**src/rtl/sat_enum_driver.sv**
```systemverilog
// Exhaustive input enumerator for a circuit-SAT CUT; reports the first hit or exhaustion.
// Optional feature macro SAT_ENUM_COUNT_ALL_EN: keep searching and count every hit.
module sat_enum_driver #(
  parameter int N_IN = 8,
  parameter int PIPE = 0
) (
  input  logic            clk,
  input  logic            rst_n,
  input  logic            start_i,
  input  logic            abort_i,
  output logic [N_IN-1:0] cand_o,
  input  logic            sat_in_i,
  output logic            busy_o,
  output logic            res_valid_o,
  input  logic            res_ready_i,
  output logic            res_found_o,
  output logic [N_IN-1:0] res_vec_o,
  output logic [N_IN:0]   res_count_o
);

  typedef enum logic [1:0] {IDLE, RUN, DRAIN, DONE} state_t;

  localparam logic [N_IN:0] LAST    = (N_IN+1)'((1 << N_IN) - 1);
  localparam logic [N_IN:0] CNT_MAX = (N_IN+1)'(1 << N_IN);
  localparam logic [N_IN:0] ONE     = (N_IN+1)'(1);

`ifdef SAT_ENUM_COUNT_ALL_EN
  localparam bit STOP_ON_HIT = 1'b0;
`else
  localparam bit STOP_ON_HIT = 1'b1;
`endif

  state_t          state_q;
  logic [N_IN:0]   cnt_q;
  logic            busy_q;
  logic            valid_q;
  logic            found_q;
  logic [N_IN-1:0] vec_q;

  logic            tail_v;
  logic [N_IN-1:0] tail_vec;
  logic            drain_empty;
  logic            hit;
  logic            last_issue;

  assign hit        = tail_v && sat_in_i && ((state_q == RUN) || (state_q == DRAIN));
  assign last_issue = (cnt_q == LAST);

  generate
    if (PIPE == 0) begin : g_nopipe
      // Combinational CUT: the vector on cand_o is the one being judged.
      assign tail_v      = (state_q == RUN);
      assign tail_vec    = cnt_q[N_IN-1:0];
      assign drain_empty = 1'b1;
    end else begin : g_pipe
      logic            issue;
      logic            pipe_clr;
      logic [PIPE-1:0] tag_v_q;
      logic [PIPE-1:0] tag_v_sh;
      logic [N_IN-1:0] tag_vec_q [PIPE];

      assign issue    = (state_q == RUN);
      assign pipe_clr = abort_i || (state_q == IDLE) || (state_q == DONE) ||
                        (hit && STOP_ON_HIT);
      assign tag_v_sh = tag_v_q << 1;

      always_ff @(posedge clk or negedge rst_n) begin
        if (!rst_n) begin
          tag_v_q <= '0;
        end else if (pipe_clr) begin
          tag_v_q <= '0;
        end else begin
          tag_v_q <= tag_v_sh | PIPE'(issue);
        end
      end

      // NOTE: the vector payload carries no reset; its valid bit alone decides whether it is read.
      always_ff @(posedge clk) begin
        tag_vec_q[0] <= cnt_q[N_IN-1:0];
        for (int i = 1; i < PIPE; i++) begin
          tag_vec_q[i] <= tag_vec_q[i-1];
        end
      end

      assign tail_v      = tag_v_q[PIPE-1];
      assign tail_vec    = tag_vec_q[PIPE-1];
      // DRAIN pushes nothing, so the pipe is empty once the tail leaves.
      assign drain_empty = (tag_v_sh == '0);
    end
  endgenerate

  always_ff @(posedge clk or negedge rst_n) begin
    if (!rst_n) begin
      state_q <= IDLE;
      cnt_q   <= '0;
      busy_q  <= 1'b0;
      valid_q <= 1'b0;
      found_q <= 1'b0;
      vec_q   <= '0;
    end else if (abort_i) begin
      state_q <= IDLE;
      cnt_q   <= '0;
      busy_q  <= 1'b0;
      valid_q <= 1'b0;
    end else begin
      unique case (state_q)
        IDLE: begin
          if (start_i) begin
            state_q <= RUN;
            cnt_q   <= '0;
            busy_q  <= 1'b1;
            found_q <= 1'b0;
            vec_q   <= '0;
          end
        end
        RUN, DRAIN: begin
          if (hit) begin
            found_q <= 1'b1;
            vec_q   <= tail_vec;
          end
          if (hit && STOP_ON_HIT) begin
            state_q <= DONE;
            busy_q  <= 1'b0;
            valid_q <= 1'b1;
          end else if (state_q == RUN) begin
            if (!last_issue) begin
              cnt_q <= cnt_q + ONE;
            end else if (PIPE == 0) begin
              state_q <= DONE;
              busy_q  <= 1'b0;
              valid_q <= 1'b1;
            end else begin
              state_q <= DRAIN;
            end
          end else if (drain_empty) begin
            state_q <= DONE;
            busy_q  <= 1'b0;
            valid_q <= 1'b1;
          end
        end
        DONE: begin
          if (res_ready_i) begin
            state_q <= IDLE;
            cnt_q   <= '0;
            valid_q <= 1'b0;
          end
        end
      endcase
    end
  end

`ifdef SAT_ENUM_COUNT_ALL_EN
  logic [N_IN:0] count_q;

  always_ff @(posedge clk or negedge rst_n) begin
    if (!rst_n) begin
      count_q <= '0;
    end else if (abort_i) begin
      count_q <= count_q;
    end else if ((state_q == IDLE) && start_i) begin
      count_q <= '0;
    end else if (hit && (count_q != CNT_MAX)) begin
      count_q <= count_q + ONE;
    end
  end

  assign res_count_o = count_q;
`else
  assign res_count_o = {{N_IN{1'b0}}, found_q};
`endif

  assign cand_o      = cnt_q[N_IN-1:0];
  assign busy_o      = busy_q;
  assign res_valid_o = valid_q;
  assign res_found_o = found_q;
  assign res_vec_o   = vec_q;

endmodule

```
**config.mk**
```make
export PLATFORM = sky130hd
export DESIGN_NAME = sat_enum_driver
export DESIGN_NICKNAME = d
export VERILOG_FILES = /design/src/rtl/sat_enum_driver.sv
export SDC_FILE = /design/constraint.sdc
export NUM_CORES = 1
export LEC_CHECK = 0
export CAP_MARGIN = 30
export CORE_ASPECT_RATIO = 1.1
export CORE_MARGIN = 5
export CORE_UTILIZATION = 52
export CTS_CLUSTER_DIAMETER = 80
export DETAILED_ROUTE_END_ITERATION = 6
export GPL_TIMING_DRIVEN = 0
export PLACE_DENSITY = 0.93
export REMOVE_ABC_BUFFERS = 1
export SKIP_LAST_GASP = 1
export SLEW_MARGIN = 10
export SYNTH_ARGS = -nofsm -noshare
export SYNTH_HDL_FRONTEND = slang
export SYNTH_SLANG_ARGS = --single-unit
```
**constraint.sdc**
```tcl
create_clock -name clk -period 3.65 [get_ports clk]
set_clock_uncertainty 0.05 [all_clocks]
set_input_delay 0.9125 -clock clk [delete_from_list [all_inputs] [get_ports clk]]
set_output_delay 0.9125 -clock clk [all_outputs]
set_load 0.03 [all_outputs]
```
; ---- After elaboration in Yosys (flattened, before gate mapping)
; Index checks and enable logic that the tools add are counted.
[totals]
romBits = 0
wordCells = 65
regBits = 22
mem_count = 0
ram_bits = 0
input_bits = 6
output_inout_bits = 28
latchBits = 0
[classes]
n_mux = 32
n_mul = 0
bitwise = 1
magnitude_cmp = 0
n_reduce_logical = 13
n_addsub = 1
shift = 0
n_div = 0
n_eq_ne = 12
[ops]
columns = operator, count
row1 = 9-bit 2-to-1 mux, 6
row2 = 9-bit case mux with 3 select lines, 1
row3 = 8-bit 2-to-1 mux, 2
row4 = 8-bit case mux with 2 select lines, 1
row5 = "3-bit inequality test, second input constant", 5
row6 = 1-bit 2-to-1 mux, 12
row7 = 2-bit 2-to-1 mux, 6
row8 = "9-bit by 1-bit adder with 9-bit output, second input constant", 1
row9 = "9-bit by 8-bit == test with 1-bit output, second input constant", 1
row10 = 3-bit AND reduction, 3
row11 = 1-bit case mux with 2 select lines, 3
row12 = 2-bit case mux with 3 select lines, 1
row13 = 3-bit nonzero test, 2
row14 = "5-bit inequality test, second input constant", 1
row15 = 5-bit AND reduction, 1
row16 = "2-bit == test, second input constant", 2
row17 = "2-bit inequality test, second input constant", 2
row18 = 4-bit AND reduction, 1
row19 = "2-bit by 1-bit == test with 1-bit output, second input constant", 1
row20 = 1-bit logical AND, 2
row21 = 2-bit logical NOT, 1
row22 = 2-bit nonzero test, 1
row23 = 2-bit OR reduction, 1
row24 = 1-bit logical OR, 1
row25 = 1-bit inverter, 1

; ---- Longest topological paths before layout
[logic_depth]
word_depth = 6
ltp_mapped = 9
depth_no_buf = 8

; ---- Worst setup path after synthesis
; No wires, ideal clock.
[synth_path]
path_kind = reg2reg
startpoint = register cnt_q[0]
endpoint = register valid_q, in the netlist res_valid_o
t_arrival_ns = 1.743
setup_slack_ns = 1.746
stages_incl_launch_ff = 9
t_required_ns = 3.489
synth_period_minus_slack_ns = 1.904
setup_ns = 0.111
n_path_buf = 0
path_cell_list = dfrtp_1 ha_1 nand3_1 nor2_1 ha_1 nor3b_4 nand2_2 and3_4 a2111oi_2
[synth_via]
elab_chain_len = 3
[synth_lines]
columns = item, line
row1 = from (decl), 34  ; logic [N_IN:0] cnt_q;
row2 = from (signal assigned), 127  ; cnt_q <= cnt_q + ONE;
row3 = 9-bit by 8-bit == test with 1-bit output, 47  ; assign last_issue = (cnt_q == LAST);
row4 = 5-bit inequality test (no line), n/a
row5 = 3-bit AND reduction (no line), n/a
row6 = to (signal assigned), 97  ; valid_q <= 1'b0;
row7 = to (signal assigned), 104  ; valid_q <= 1'b0;
row8 = to (signal assigned), 124  ; valid_q <= 1'b1;
row9 = to (decl), 36  ; logic valid_q;
; No other way between the ends.
; A chain may end at the register's enable or synchronous reset.

; ---- Final worst setup path
[layout_path]
startpoint = register cnt_q[4]
endpoint = output port cand_o[4]
[layout_lines]
columns = item, line
row1 = to (decl), 11  ; output logic [N_IN-1:0] cand_o,
; No word-level cell between the ends.

==> impl_metrics.ini <==
[logic_synthesis]
netlist_instances = 153
synth-seq-cells = 22
syn_area_per_cell_um2 = 9.04
synth_edf_count = 0
synth.distinct_cells = 39
synth-main-ff-cell = dfrtp_1
ys_warn_count = 0
ys_seq_area_frac = 0.398
ys_async_sr_fraction = 1.00
synth_area_um2 = 1380

[floorplanning]
placementRows = 19
initial_core_util = 0.549
fp.coreArea_um2 = 2520
die_w_um = 59.2
dieArea_um2 = 3790
num_io_pins = 34
die_h_um = 64.1

[critical_path]
cp_slowest_stage_delay_ps = 720
cp-start-kind = register
cp_num_buf_inv = 1
crit_type = register to output port
worstPathArrival_ps = 1570
crit_chain = clkdlybuf4s50_1
cp_top_family = buffers and inverters
crit_path_end_kind = output port
crit_fanout = 9
reg2reg_from = state_q[0]
required_ps = 2690
cpMaxStageDelayCell = clkdlybuf4s50_1
startpoint = cnt_q[4]

[power]
power_density_nw_per_um2 = 559
p_leak_uw = 0.000706
vdd_drop_max_mv = 0.654
power_uw = 906

[drt]
wl_per_cell_um = 15.4
route.detailed.drc = 0
first_pass_iters = 4
drtIter0Drc = 63
num_vias = 1178
postRouteAntennaNets = 0
viasPerCell = 5.95
drt_wl_total_mm = 3.06

[cts]
cts.sinks = 22
clockBufferDepth = 2
cts-htree-levels = 1
cts_tree = yes
clk_latency_ps = 330
cts_hold_buf = 0
cts_inserted_buffers = 3
ctsRootBufferMaster = clkbuf_4
cts_resized = 0
clk_pin_slew_worst_paths_ps = 140
post_cts_buffers = 0

[min_path]
hp-start = cnt_q[8]
hp-class = register to register

[global_routing]
grt_pass1_wl_mm = 5.20
grt_util_all_layers = 0.176
grt_pass1_vias = 1134
grt_overflow = 0
antenna_found_initial = 0
grt_max_degree = 23

[sta]
finalCriticalPeriod_ps = 2530
hold_violations = 0
fmax_mhz = 395
maxSlewViolCount = 0
worstMarginPinSlew_ps = 659
rsz0062_at_grt = false
slew_headroom = 0.561
fin_tns_setup_ps = 0
layout_worst_path_cycle_share = 0.693
setup_viol = 0

[cells_and_area]
drive_above_1_share = 0.0898
final_common_cell = clkdlybuf4s50_1
n_antenna_cell = 0
fillers = 204
syn2layout_area_growth_pct = 17.3
final_cell_mix = clkdlybuf4s50_1 (25), dfrtp_1 (22), nand3_1 (20)
nNetsFinal = 179
multi_input_area_um2 = 683
ff_latch_area_um2 = 551

[placement]
port_buffers = 25
place_hpwl_mm = 2.21
gp_congestion = 0.933

[flow_run]
drv_cap = 0

[status]
status = finished, final reports clean
## logic make-up (layout without fill, tap and decap cells)
family / Yosys count / after routing / synth area share
AOI/OAI and AO/OA: 34 / 34 / 0.157
adders and majority gates: 5 / 5 / 0.0452
buffers and inverters: 28 / 35 / 0.127
DFF: 22 / 22 / 0.398
muxes: 1 / 1 / 0.00724
other: 1 / 8 / 0.00271
and+or+nand+nor: 62 / 62 / 0.262
## state kept, by name (all words and copies together), names as in the netlist
name         flops
cnt_q            9
res_vec_o        8
state_q          2
busy_o           1
res_found_o      1
res_valid_o      1
## cell usage after synthesis (2+ instances only)
master    count  area share
buf_2         2      0.0072
and3_1        3       0.014
clkbuf_1      2      0.0054
inv_1         5       0.014
o21ai_1       9       0.033
o21ai_0       5       0.018
nand4_1      10       0.045
nand2_1      11       0.030
dfrtp_1      22        0.40
and2_1        2      0.0090
a31oi_1       2      0.0090
buf_4        18       0.098
a21oi_1       9       0.033
ha_1          5       0.045
nand3_1      20       0.072
nor2_1        5       0.014
## area by class of cell
type / instances / share of cell area
clock buffers: 3 / 0.0139
clock inverters: 1 / 0.0185
inverters: 5 / 0.0116
multi-input cells: 110 / 0.421
flip-flops and latches: 22 / 0.340
well taps: 31 / 0.0239
repair buffers: 26 / 0.171
## path summary, 6_finish.rpt
kind	end	slack [ps]	depth (start not counted)
max in group asynchronous	state_q[1]	2290	2
setup / recovery	cand_o[4]	1120	1
hold reg to reg	cnt_q[8]	450	1
hold / removal	cnt_q[8]	450	1
setup reg to reg	cnt_q[7]	1210	6
min in group asynchronous	cnt_q[1]	810	1
## per-stage QoR
step / worst slack (ps) / util / hold slack (ps) / cell area, um2 / std cells
detailed placement: 937 / 0.612 / 424 / 1540 / 193
CTS: 1110 / 0.633 / 457 / 1590 / 197
floorplan: 1400 / - / 406 / 1250 / 137
global placement: 959 / 0.612 / 421 / 1540 / 193
finish: 1120 / 0.643 / 454 / 1620 / 198
global route: 960 / 0.643 / 503 / 1620 / 198
## routing by layer
layer / GRT usage / up-vias / share of wire / wire length (um)
li1: - / 558 / - / -
met2: 0.269 / 43 / 0.50 / 1520
met3: 0.0181 / 6 / 0.060 / 183
met5: 0 / - / 0 / 0
met4: 0.130 / 0 / 0.033 / 101
met1: 0.225 / 571 / 0.41 / 1250
## where the power goes
| group | internal [uW] | leakage [uW] | total (uW) | switching [uW] |
|---|---|---|---|---|
| clock | 111 | 0.0000279 | 193 | 81.9 |
| combinational | 140 | 0.000376 | 416 | 276 |
| sequential | 272 | 0.000302 | 297 | 24.5 |
| total | 524 | 0.000706 | 906 | 382 |
Power figures use the tool's default switching activity.
